## src/rtl/four_bit_operand_loader.sv

```systemverilog
// Serial-to-parallel loader for the XOR stage operands.
// Assembles A then B from a bit stream and presents them as a pair.
module four_bit_operand_loader #(
  parameter int WIDTH     = 4,
  parameter bit MSB_FIRST = 1'b1
) (
  input  logic             clk,
  input  logic             rst,
  input  logic             bit_in,
  input  logic             bit_valid,
  output logic             bit_ready,
  output logic [WIDTH-1:0] a_out,
  output logic [WIDTH-1:0] b_out,
  output logic             op_valid,
  input  logic             op_ready,
  output logic [7:0]       pair_count
);

  localparam int CW = (WIDTH > 2) ? $clog2(WIDTH) : 1;

  typedef enum logic [1:0] {
    LOAD_A,
    LOAD_B,
    PRESENT
  } state_t;

  state_t           state, state_n;
  logic [CW-1:0]    cnt, cnt_n;
  logic [WIDTH-1:0] sr_a, sr_a_n;
  logic [WIDTH-1:0] sr_b, sr_b_n;
  logic [WIDTH-1:0] a_n, b_n;
  logic             v_n;
  logic [7:0]       pc_n;
  logic             take;
  logic             last;

  function automatic logic [WIDTH-1:0] shift_in(
    input logic [WIDTH-1:0] sr,
    input logic             b
  );
    if (MSB_FIRST)
      return {sr[WIDTH-2:0], b};
    else
      return {b, sr[WIDTH-1:1]};
  endfunction

  assign bit_ready = (state != PRESENT);
  assign take      = bit_valid && bit_ready;
  assign last      = (cnt == CW'(WIDTH - 1));

  always_comb begin
    state_n = state;
    cnt_n   = cnt;
    sr_a_n  = sr_a;
    sr_b_n  = sr_b;
    a_n     = a_out;
    b_n     = b_out;
    v_n     = op_valid;
    pc_n    = pair_count;
    unique case (state)
      LOAD_A: begin
        if (take) begin
          sr_a_n = shift_in(sr_a, bit_in);
          if (last) begin
            cnt_n   = '0;
            state_n = LOAD_B;
          end else begin
            cnt_n = cnt + CW'(1);
          end
        end
      end
      LOAD_B: begin
        if (take) begin
          sr_b_n = shift_in(sr_b, bit_in);
          if (last) begin
            cnt_n   = '0;
            state_n = PRESENT;
            a_n     = sr_a;
            b_n     = sr_b_n;
            v_n     = 1'b1;
          end else begin
            cnt_n = cnt + CW'(1);
          end
        end
      end
      PRESENT: begin
        if (op_ready) begin
          v_n     = 1'b0;
          pc_n    = pair_count + 8'd1;
          state_n = LOAD_A;
        end
      end
      default: state_n = LOAD_A;
    endcase
  end

  always_ff @(posedge clk) begin
    if (rst) begin
      state      <= LOAD_A;
      cnt        <= '0;
      sr_a       <= '0;
      sr_b       <= '0;
      a_out      <= '0;
      b_out      <= '0;
      op_valid   <= 1'b0;
      pair_count <= '0;
    end else begin
      state      <= state_n;
      cnt        <= cnt_n;
      sr_a       <= sr_a_n;
      sr_b       <= sr_b_n;
      a_out      <= a_n;
      b_out      <= b_n;
      op_valid   <= v_n;
      pair_count <= pc_n;
    end
  end

endmodule

```

## config.mk

```make
export PLATFORM = sky130hd
export DESIGN_NAME = four_bit_operand_loader
export DESIGN_NICKNAME = d
export VERILOG_FILES = /design/src/rtl/four_bit_operand_loader.sv
export SDC_FILE = /design/constraint.sdc
export NUM_CORES = 1
export LEC_CHECK = 0
export ABC_AREA = 1
export CORE_MARGIN = 3
export CORE_UTILIZATION = 49
export DETAILED_ROUTE_END_ITERATION = 10
export HOLD_SLACK_MARGIN = 0.12
export MAX_ROUTING_LAYER = met4
export PLACE_DENSITY = 0.76
export RECOVER_POWER = 50
export SLEW_MARGIN = 5
export SYNTH_ARGS = -nofsm -noshare
export SYNTH_HDL_FRONTEND = slang
export SYNTH_SLANG_ARGS = --single-unit
export TNS_END_PERCENT = 1
```

## constraint.sdc

```tcl
create_clock -name clk -period 1.35 [get_ports clk]
set_clock_uncertainty 0.15 [all_clocks]
set_input_delay 0.135 -clock clk [delete_from_list [all_inputs] [get_ports clk]]
set_output_delay 0.135 -clock clk [all_outputs]
set_load 0.01 [all_outputs]
```

# Word level (Yosys, flattened, before mapping)
# Index checks and enable logic that the tools add are counted.
dict set report word_totals {
  output_inout_bits 18
  in_bits 5
  elab_cells 41
  regBits 28
}
dict set report classes {
  n_mux 11
  n_reduce_logical 11
  eq_ne 9
  addsub 2
}
# cell count
set ops {}
lappend ops {{two-way mux 2 bit} 6}
lappend ops {{!= test 2 bit (second input constant)} 6}
lappend ops {{adder 8 x 1 -> 8 bit (second input constant)} 1}
lappend ops {{AND reduction 2 bit} 4}
lappend ops {{case mux 2 bit (3 select lines)} 1}
lappend ops {{AND reduction 5 bit} 1}
lappend ops {{== test 2 bit (second input constant)} 2}
lappend ops {{AND reduction 4 bit} 1}
lappend ops {{two-way mux 1 bit} 3}
lappend ops {{AND reduction 3 bit} 1}
lappend ops {{adder 2 x 1 -> 2 bit (second input constant)} 1}
lappend ops {{== test 2 x 1 -> 1 bit (second input constant)} 1}
lappend ops {{logical NOT 2 bit} 1}
lappend ops {{case mux 1 bit (2 select lines)} 1}
lappend ops {{nonzero test 2 bit} 1}
lappend ops {{OR reduction 2 bit} 1}
lappend ops {{logical AND 1 bit} 1}

# Depth between registers and ports, before layout
# Gate-level depths: netlist of run 1.
dict set report depth {
  word_depth 4
  depth_mapped 7
  ltp_nobuf 7
}

# Least setup slack after synthesis of run 1
# No wires, ideal clock.
dict set report synth_path {
  kind {reg2reg}
  startpoint {register pair_count[0]}
  endpoint {register pair_count[4]}
  synth_period_minus_slack_ns 1.282
  t_arrival_ns 1.019
  path_stages_with_launch 7
  required_time_ns 1.087
  path_buffers 0
  setup_slack_ns 0.068
  setup_ns 0.113
  path_cell_list {dfxtp_1 -> ha_1 -> nand4_1 -> nor2_1 -> nand2_1 -> nand2_1 -> nor2_1}
}
dict set report synth_via {
  elab_chain_len 1
}
# element line
set synth_rtl {}
lappend synth_rtl {{start: declaration} 16} ;# output logic [7:0] pair_count
lappend synth_rtl {{start signal: assignment} 115} ;# pair_count <= pc_n;
lappend synth_rtl {{adder 8 x 1 -> 8 bit} 89} ;# pc_n = pair_count + 8'd1;
# No other way between the ends.
# A chain may end at the register's enable or synchronous reset.

# Worst setup path after layout of run 1
dict set report layout_path {
  startpoint {register state[1]}
  endpoint {register pair_count[3]}
}
dict set report layout_via {
  elab_chain_len 2
}
# element line
set layout_rtl {}
lappend layout_rtl {{start: declaration} 27} ;# state_t state, state_n;
lappend layout_rtl {{start signal: assignment} 108} ;# state <= state_n;
lappend layout_rtl {{== test 2 bit} 60} ;# unique case (state)
lappend layout_rtl {{AND reduction 2 bit (no source line)} --}
# No other way between the ends.

==> results of run 1 <==
==> per-stage QoR <==
step	hold WS [ns]	setup WS [ns]	power [mW]	instances	cell area [µm²]
after global routing	0.298	-0.0221	1.38	209	1540
after CTS	0.293	0.00224	1.34	208	1530
after detailed placement	0.316	-0.208	0.957	204	1500
after global placement	0.297	-0.133	0.953	204	1500
final	0.295	0.0357	1.33	209	1540
after floorplan	0.120	0.0678	0.914	145	1150
==> routing by layer <==
layer	up-vias	share of wire [%]
li1	538	-
met1	465	46
met2	18	50
met3	2	3.1
met4	0	0.60
met5	-	0
==> layout by cell type, fill, tap and decap left out, types with 3 or more instances in the layout <==
| master | netlist | layout |
|---|---|---|
| a21oi_1 | 10 | 10 |
| buf_4 | 0 | 12 |
| clkbuf_4 | 0 | 3 |
| clkdlybuf4s50_1 | 0 | 4 |
| dfxtp_1 | 28 | 19 |
| dfxtp_2 | 0 | 9 |
| dlygate4sd2_1 | 0 | 17 |
| inv_1 | 12 | 12 |
| nand2_1 | 22 | 22 |
| nand4_1 | 3 | 3 |
| nor2_1 | 35 | 33 |
| o21ai_0 | 13 | 12 |
==> path summary, 6_finish.rpt <==
check / end / slack, ns
worst min register to register: cnt[1] / 0.33
worst max-delay path: pair_count[3] / 0.04
worst max register to register: pair_count[3] / 0.04
worst min-delay path: sr_b[0] / 0.30
==> cells by family (layout without fill, tap and decap cells) <==
group	count (synthesis)	after routing	share of synthesized area (%)
AND/OR/NAND/NOR	69	69	28.6
XOR/XNOR	2	2	1.52
buffers and inverters	17	54	6.18
AO/OA/AOI/OAI	27	27	12.9
flip-flops	28	28	48.6
adder cells (fa/ha/maj)	2	2	2.17
==> layout make-up <==
class                      instances  area share [%]
clock buffer                       4            2.36
sequential                        28            37.1
multi-input combinational        100            34.4
timing repair buffer              35            19.7
inverter                          15            4.14
tap                               27            2.19
==> flip-flops by register name (all words and copies together) (netlist names) <==
signal / count
pair_count: 8
a_out: 4
b_out: 4
sr_a: 4
sr_b: 3
cnt: 2
state: 2
op_valid: 1
==> power by group through the flow <==
stage	clock (mW)	sequential [mW]	combinational, mW
6_report	0.387	0.849	0.0909
5_1_grt	0.422	0.851	0.102
4_1_cts	0.402	0.849	0.0910
3_5_place_dp	0	0.867	0.0900
3_3_place_gp	0	0.866	0.0870
2_1_floorplan	0	0.865	0.0489
==> timing repair <==
action,in CTS,in global routing
endpoints found under the setup margin,19,5
gates resized for setup,28,5
endpoints found under the hold margin,0,0
pin swaps,0,1
setup buffers,0,1
==> worst max-delay path, stage by stage (launching register included) <==
cell     delay (ns)
dfxtp_2        0.37
buf_4          0.12
nand3_4        0.10
nor2_4         0.18
buf_4          0.14
a21oi_1        0.06
o21a_1         0.10
==> qor.txt, run 1 <==
Grt met2 use - 32.1%
Relative slew margins - 88.2%
Worst EP required - 1.42 ns
Sw Share - 21.1%
Fin. Hold Viols - 0
Initial core utilization - 54.9%
Register area - 572 µm²
Leading area contributor after synthesis - dfxtp_1
Most frequent cell after synthesis - nor2_1
Multi-input logic area - 531 µm²
Layout cell share with drive strength beyond 1 - 22.5%
Critical path origin - state[1]
GRT met3 Usage - 2.45%
DRT iter0 DRCs - 11
DIE AREA - 2970 µm²
Filler cells - 175
LEAKAGE - 0.739 nW
Grt met1 use - 22.6%
Die Y - 54.5 µm
Hold_sp - bit_in
Layout Nets - 190
CTS clk-pin slew, worst paths - 0.14 ns
Num CTS Buffers - 3
Die Width - 54.5 µm
Seq/Total Area, Yosys - 48.6%
Detail Route Antenna Nets - 0
Fin crit share - 97.4%
Clock buffer depth - 2
Yosys warnings - 0
Via/cell ratio - 4.89
Startpoint Class - register
Post-synth top area share - 48.6%
Fraction of registers with async set/reset - 0%
Initial antenna violation count - 0
Sw Pwr - 280 µW
EDFF count, synth - 0
I/O pins - 23
Worst EP arrival - 1.38 ns
Worst reg2reg startpoint - state[1]
Std cell rows - 16
First-pass GRT wire length - 3930 µm
Number of global-route vias before repair - 959
CP endpoint kind - register
Placer Congestion - 0.755
Mean Syn Cell Area - 7.96 µm²
Min-Delay Path Class - input port to register
Ranking of synthesized cells by area - dfxtp_1 49%, nor2_1 11%, nand2_1 7.2%
Cts hold-fix bufs - 0
Pre-antenna DRT Iters - 4
Remaining Overflow, GRT - 0
Worst-margin pin slew - 0.175 ns
Mapped Cells - 145
Detail Placement HPWL - 1800 µm
Area grow syn2layout - 33.5%
Outcome - finished, final reports clean
CP Max Fanout - 5
Slew Limit Fails - 0
DR WL/cell - 11.1 µm
CTS tree - yes
Max VDD drop - 0.666 mV
Port Buffers - 22
Yosys cell types - 24
Hold path depth - 3
Core footprint - 2100 µm²
Reg2Reg Depth - 6
Via count - 1023
Top_reg_cell synth - dfxtp_1
TNS Setup - 0 ns
FF+latch count, synth - 28
Part of the power in registers - 64.0%
All-Layer GR Usage - 18.7%
Post-Syn Nets - 152
Critical path type - register to register
Clock power frac - 29.2%
Root Driver - clkbuf_4
Wirelength, routed - 2330 µm
Synth Cell Area - 1150 µm²
Sinks on Clock Net - 28
DRC errors left - 0
Clock Latency Late Sink - 0.31 ns
FMAX - 761 MHz
Max cap viols - 0
Final worst path period need - 1.31 ns
Cell internal pwr - 1.05 mW
RSZ-0062 raised after global routing - true
Most frequent cells after synthesis - 35 x nor2_1, 28 x dfxtp_1, 22 x nand2_1, 13 x o21ai_0, 12 x inv_1
Final core utilization - 73.3%
Comb power frac - 6.9%
PD cells - 862 nW/µm²
Setup violations, final - 0
H-tree Lvls - 1
Ant. Diodes - 0
Grt peak-use layer - met2
Largest net degree at the start of global routing - 19
Note: power is estimated with default switching activity, not from simulation.
==> inputs of run 2 (changes only) <==
--- a/config.mk
+++ b/config.mk
@@ -8,4 +8,6 @@
 export ABC_AREA = 1
+export CAP_MARGIN = 20
 export CORE_MARGIN = 3
 export CORE_UTILIZATION = 49
+export CTS_BUF_LIST = sky130_fd_sc_hd__clkbuf_16
 export DETAILED_ROUTE_END_ITERATION = 10
==> constraint.sdc (replaced) <==
create_clock -name clk -period 1.35 [get_ports clk]
set_clock_uncertainty 0.15 [all_clocks]
set_input_delay 0.405 -clock clk [delete_from_list [all_inputs] [get_ports clk]]
set_output_delay 0.405 -clock clk [all_outputs]
set_load 0.01 [all_outputs]
==> run 2 against run 1 <==
Effect of this change:
- the run now ends with setup timing left
- first-iteration DRC count is 18% higher
- fmax down 3.5%
- total power is 19% higher
- sequential share of layout area down 1.2 points
- clock power increased by 66%
- critical endpoint is now bit_ready
- largest power group unchanged
==> qor.txt, run 2 (synthesis results as in run 1) <==
Outcome - finished with violations
Failing checks - setup timing
Placer Congestion - 0.797 (+5.6%)
Largest net degree at the start of global routing - 19 (unchanged)
CP Max Fanout - 2 (-3)
Layout cell share with drive strength beyond 1 - 27.5% (+5.0 points)
Area grow syn2layout - 37.2%
Via/cell ratio - 4.98 (+1.7%)
Hold path depth - 2 (-1)
Ant. Diodes - 0 (unchanged)
Worst EP arrival - 0.81 ns (-0.57 ns)
DP Worst Slack - -0.409 ns (-0.201 ns)
Startpoint Class - register
First-pass GRT wire length - 4210 µm (+7.2%)
Reg with most FFs - pair_count
Clock buffer depth - 2 (unchanged)
Wirelength, routed - 2570 µm (+11%)
Max reg flops - 8 (unchanged)
Detail Route Antenna Nets - 0 (unchanged)
Reg2Reg Depth - 7 (+1)
DRC errors left - 0 (unchanged)
I/O pins - 23 (unchanged)
Remaining Overflow, GRT - 0 (unchanged)
Most common cell after layout, fill and taps aside - nor2_1
Filler cells - 153 (-13%)
DR WL/cell - 11.9 µm (+7.0%)
H-tree Lvls - 1 (unchanged)
Worst reg2reg startpoint - state[1]
Max VDD drop - 0.776 mV (+16%)
Num CTS Buffers - 3 (unchanged)
LEAKAGE - 0.699 nW (-5.4%)
Pwr Total - 1.59 mW (+19%)
Max cap viols - 0 (unchanged)
Number of global-route vias before repair - 1016 (+5.9%)
Slew Limit Fails - 0 (unchanged)
DP Cell Count - 212 (+3.9%)
CTS tree - yes
DIE AREA - 2970 µm² (unchanged)
Clock Latency Late Sink - 0.26 ns (-0.05 ns)
CP endpoint kind - output port
Min-Delay Endpoint - cnt[1]
Final core utilization - 75.3% (+2.0 points)
Detail Placement HPWL - 1840 µm (+2.1%)
Initial antenna violation count - 0 (unchanged)
Sinks on Clock Net - 28 (unchanged)
Die Width - 54.5 µm (unchanged)
Std cell rows - 16 (unchanged)
Port Buffers - 22 (unchanged)
Slack of the critical path - -0.0122 ns (-0.0479 ns)
Multi-input logic area - 547 µm² (+3.1%)
CTS clk-pin slew, worst paths - 0.06 ns (-0.08 ns)
Non-Filler Instances - 216 (+3.3%)
Most frequent cells in the layout - 34 x nor2_1, 22 x dfxtp_1, 21 x nand2_1, 18 x buf_4, 13 x clkbuf_1
TNS Setup - -0.0122 ns (-0.0122 ns)
Reg2reg setup slack - 0.04 ns (about the same)
Critical path type - register to output port
FMAX - 734 MHz (-3.5%)
Fin crit share - 101% (+3.6 points)
Via count - 1075 (+5.1%)
DRT iter0 DRCs - 13 (+2)
Relative slew margins - 88.3% (about the same)
Min-Delay Path Class - register to register
Hold_sp - cnt[1]
PD cells - 1000 nW/µm² (+16%)
Worst-margin pin slew - 0.175 ns (-0.0000302 ns)
Root Driver - clkbuf_16
Pre-antenna DRT Iters - 4 (unchanged)
Die Y - 54.5 µm (unchanged)
RSZ-0062 raised after global routing - true
Fin. Hold Viols - 0 (unchanged)
Setup violations, final - 1 (+1)
Layout Nets - 198 (+4.2%)
Worst EP required - 0.80 ns (-0.62 ns)
RR Endpoint - sr_a[0]
Initial core utilization - 54.9% (unchanged)
All-Layer GR Usage - 20.4% (+1.7 points)
Final worst path period need - 1.36 ns (+0.0479 ns)
Core footprint - 2100 µm² (unchanged)
Register area - 568 µm² (-0.66%)
Critical path origin - state[0]
[run 2: cell types whose count changed in the layout (fill, tap and decap cells not counted), moves of 2 or more]
cell,change
o21ai_0,-6
o21ai_1,+6
clkbuf_16,+3
buf_2,+4
buf_4,+6
clkdlybuf4s50_1,-2
dfxtp_2,-3
dfxtp_1,+3
clkbuf_1,+13
dlygate4sd2_1,-15
clkbuf_4,-3
buf_6,+3
[run 2: how the worst max path moves through the flow]
stage                          to  cells past startpoint
detailed placement       a_out[1]                      6
global route            bit_ready                      3
floorplan           pair_count[4]                      6
CTS                     bit_ready                      3
finish                  bit_ready                      3
global placement    pair_count[4]                      6
[run 2: where the power goes]
part           switching (mW)  leakage, nW  total, mW  internal, mW
clock                   0.250       0.0370      0.642         0.392
sequential             0.0101        0.230      0.850         0.840
combinational          0.0502        0.432     0.0928        0.0426
total                   0.310        0.699       1.59          1.27
[run 2: metal layers]
| metal | wire length, µm | track usage, % |
|---|---|---|
| met1 | 1110 | 22.8 |
| met3 | 127 | 3.54 |
| met5 | 0 | - |
| met4 | 38 | 9.13 |
| met2 | 1300 | 35.3 |
[run 2: timing repair]
item / 4_1_cts / 5_1_grt
setup endpoints to repair: 43 / 22
pin swaps: 1 / 6
buffers inserted: 1 / 0
hold buffers: 0 / 0
resized for setup: 82 / 16
[run 2: worst max-delay path, stage by stage (launching register included)]
cell and delay [ns]:
dfxtp_2 0.33, inv_4 0.05, nand2_2 0.05, buf_6 0.12
[run 2: final cells by class]
cell class | count | share of cell area, %
Clock buffer | 3 | 4.74
Inverter | 15 | 4.03
Multi-Input combinational cell | 100 | 34.5
Sequential cell | 28 | 35.9
Tap cell | 27 | 2.13
Timing Repair Buffer | 43 | 18.7
[run 2: metrics by stage]
step | cell area [µm²] | hold WS, ns
after floorplan | 1150 | 0.286
after global placement | 1560 | 0.298
after detailed placement | 1560 | 0.305
after CTS | 1570 | 0.315
after global routing | 1580 | 0.340
final | 1580 | 0.317
==> RTL edit: new RTL, settings of run 2 <==
Reset style: asynchronous (`rst`), changed in one clocked block.
--- a/src/rtl/four_bit_operand_loader.sv
+++ b/src/rtl/four_bit_operand_loader.sv
@@ -94,7 +94,7 @@
     endcase
   end
 
-  always_ff @(posedge clk) begin
+  always_ff @(posedge clk or posedge rst) begin
     if (rst) begin
       state      <= LOAD_A;
       cnt        <= '0;
Function: differs if rst is asserted again (counterexample within 10 cycles, from zero or initial values and one cycle with rst high); with rst held inactive, the same outputs for 10 cycles.
==> RTL edit against run 2 <==
The flow still finishes with violations (setup timing); setup slack got worse by 0.053 ns; non-clock buffer count down 3; routed wire length grew 1.6%; synthesized area rose by 11%; sequential cell count unchanged; die area rose by 9.4%; critical path depth stayed put; hold slack gained 0.013 ns; final area increased by 6.9%; first-iteration DRC count increased by 69%; critical endpoint unchanged.
Power is not compared: it rests on default switching activity, and its combinational part moved more than twofold at a synthesized area within 25%.
==> RTL edit: results <==
INSERT INTO impl_metrics (metric_group, metric, value, unit) VALUES
('critical_path', 'crit-reg2reg-launch', 'state[1]', ''),
('critical_path', 'crit_slowest_cell', 'sky130_fd_sc_hd__dfrtp_1', ''),
('synth', 'synthesis.instances', '132', ''),
('synth', 'synth_top_flop_cell', 'sky130_fd_sc_hd__dfrtp_1', ''),
('placement', 'gp_routability_congestion', '0.741', ''),
('critical_path', 'critical_path.startpoint', 'state[0]', ''),
('layout', 'instances_no_fill', '204', ''),
('grt', 'grt_start_max_net_pins', '29', ''),
('layout', 'nNetsFinal', '184', ''),
('hold_path', 'hp-start', 'b_out[1]', ''),
('synth', 'synth_nets', '139', ''),
('critical_path', 'crit-reg2reg-capture', 'a_out[0]', ''),
('routing', 'detailroute.via_count', '1032', ''),
('synth', 'synth_async_sr_flop_share', '1.00', ''),
('run_status', 'violations', 'setup timing', ''),
('critical_path', 'slowest_delay', '0.37', 'ns'),
('placement', 'placement.cell_area', '1670', 'µm²'),
('synth', 'synth_cell_type_count', '23', ''),
('run_status', 'status', 'finished with violations', ''),
('synth', 'yosysSeqAreaShare', '0.549', ''),
('routing', 'drt_first_iter_violations', '22', ''),
('routing', 'detail_route.wl_per_cell', '12.8', 'µm'),
('sta', 'layout_setup_ws', '-0.0657', 'ns'),
('sta', 'finalSetupViolations', '8', ''),
('placement', 'setup_slack_after_placement', '-0.446', 'ns');
-- RTL edit: changes by cell type after synthesis, sizes merged, moves of 6 or more --
cell | run 2 | this run
nor2 | 37 | 7
dfrtp | 0 | 28
dfxtp | 28 | 0
nand2 | 25 | 45
a21oi | 11 | 2
o21ai | 13 | 19
-- RTL edit: area by class of cell --
type	count	area, µm²
well taps	28	35.0
fillers	174	648
flip-flops and latches	28	701
multi-input cells	86	542
clock inverters	1	3.75
repair buffers	40	263
clock buffers	3	75.1
inverters	18	72.6
-- RTL edit: power by group --
group	internal (mW)	switching (mW)	total (mW)
Clock	0.397	0.264	0.661
Sequential	1.14	0.152	1.29
Combinational	0.557	0.750	1.31
Total	2.09	1.17	3.26
-- RTL edit: worst min-delay path by stage --
stage,to,slack [ns],depth (start not counted)
global route,sr_a[0],0.36,2
detailed placement,b_out[1],0.32,2
CTS,pair_count[2],0.34,3
global placement,sr_a[0],0.32,2
finish,b_out[1],0.33,2
floorplan,sr_a[0],0.30,2
-- RTL edit: per-stage QoR --
stage	setup TNS, ns	hold WS (ns)
floorplan	0	0.303
global placement	-9.42	0.315
detailed placement	-10.48	0.322
CTS	-0.375	0.335
global route	-1.01	0.365
finish	-0.120	0.330
-- RTL edit: metal layers --
layer | track usage | vias up | routed length (µm)
met5 | - | - | 0
li1 | - | 510 | -
met1 | 0.201 | 499 | 1070
met3 | 0.0385 | 4 | 123
met4 | 0.0728 | 0 | 31
met2 | 0.307 | 19 | 1390
-- RTL edit: critical path, delay by kind of cell, from the launching register on --
family	cells	cell delay (ns)
AND/OR/NAND/NOR	1	0.05
flip-flops	1	0.37
buffers and inverters	2	0.18
-- RTL edit: logic make-up after synthesis --
group / count (synthesis) / share of synthesized area
XOR/XNOR: 3 / 0.0206
adder cells (fa/ha/maj): 2 / 0.0196
AO/OA/AOI/OAI: 23 / 0.126
buffers and inverters: 19 / 0.0657
AND/OR/NAND/NOR: 56 / 0.210
flip-flops: 28 / 0.549
multiplexers: 1 / 0.00882
-- RTL edit: what timing repair did --
action / CTS / global route
pin swaps: 0 / 3
resized for setup: 77 / 11
hold buffers: 0 / 0
buffers inserted: 0 / 0
setup endpoints to repair: 41 / 36
cloned: 0 / 1
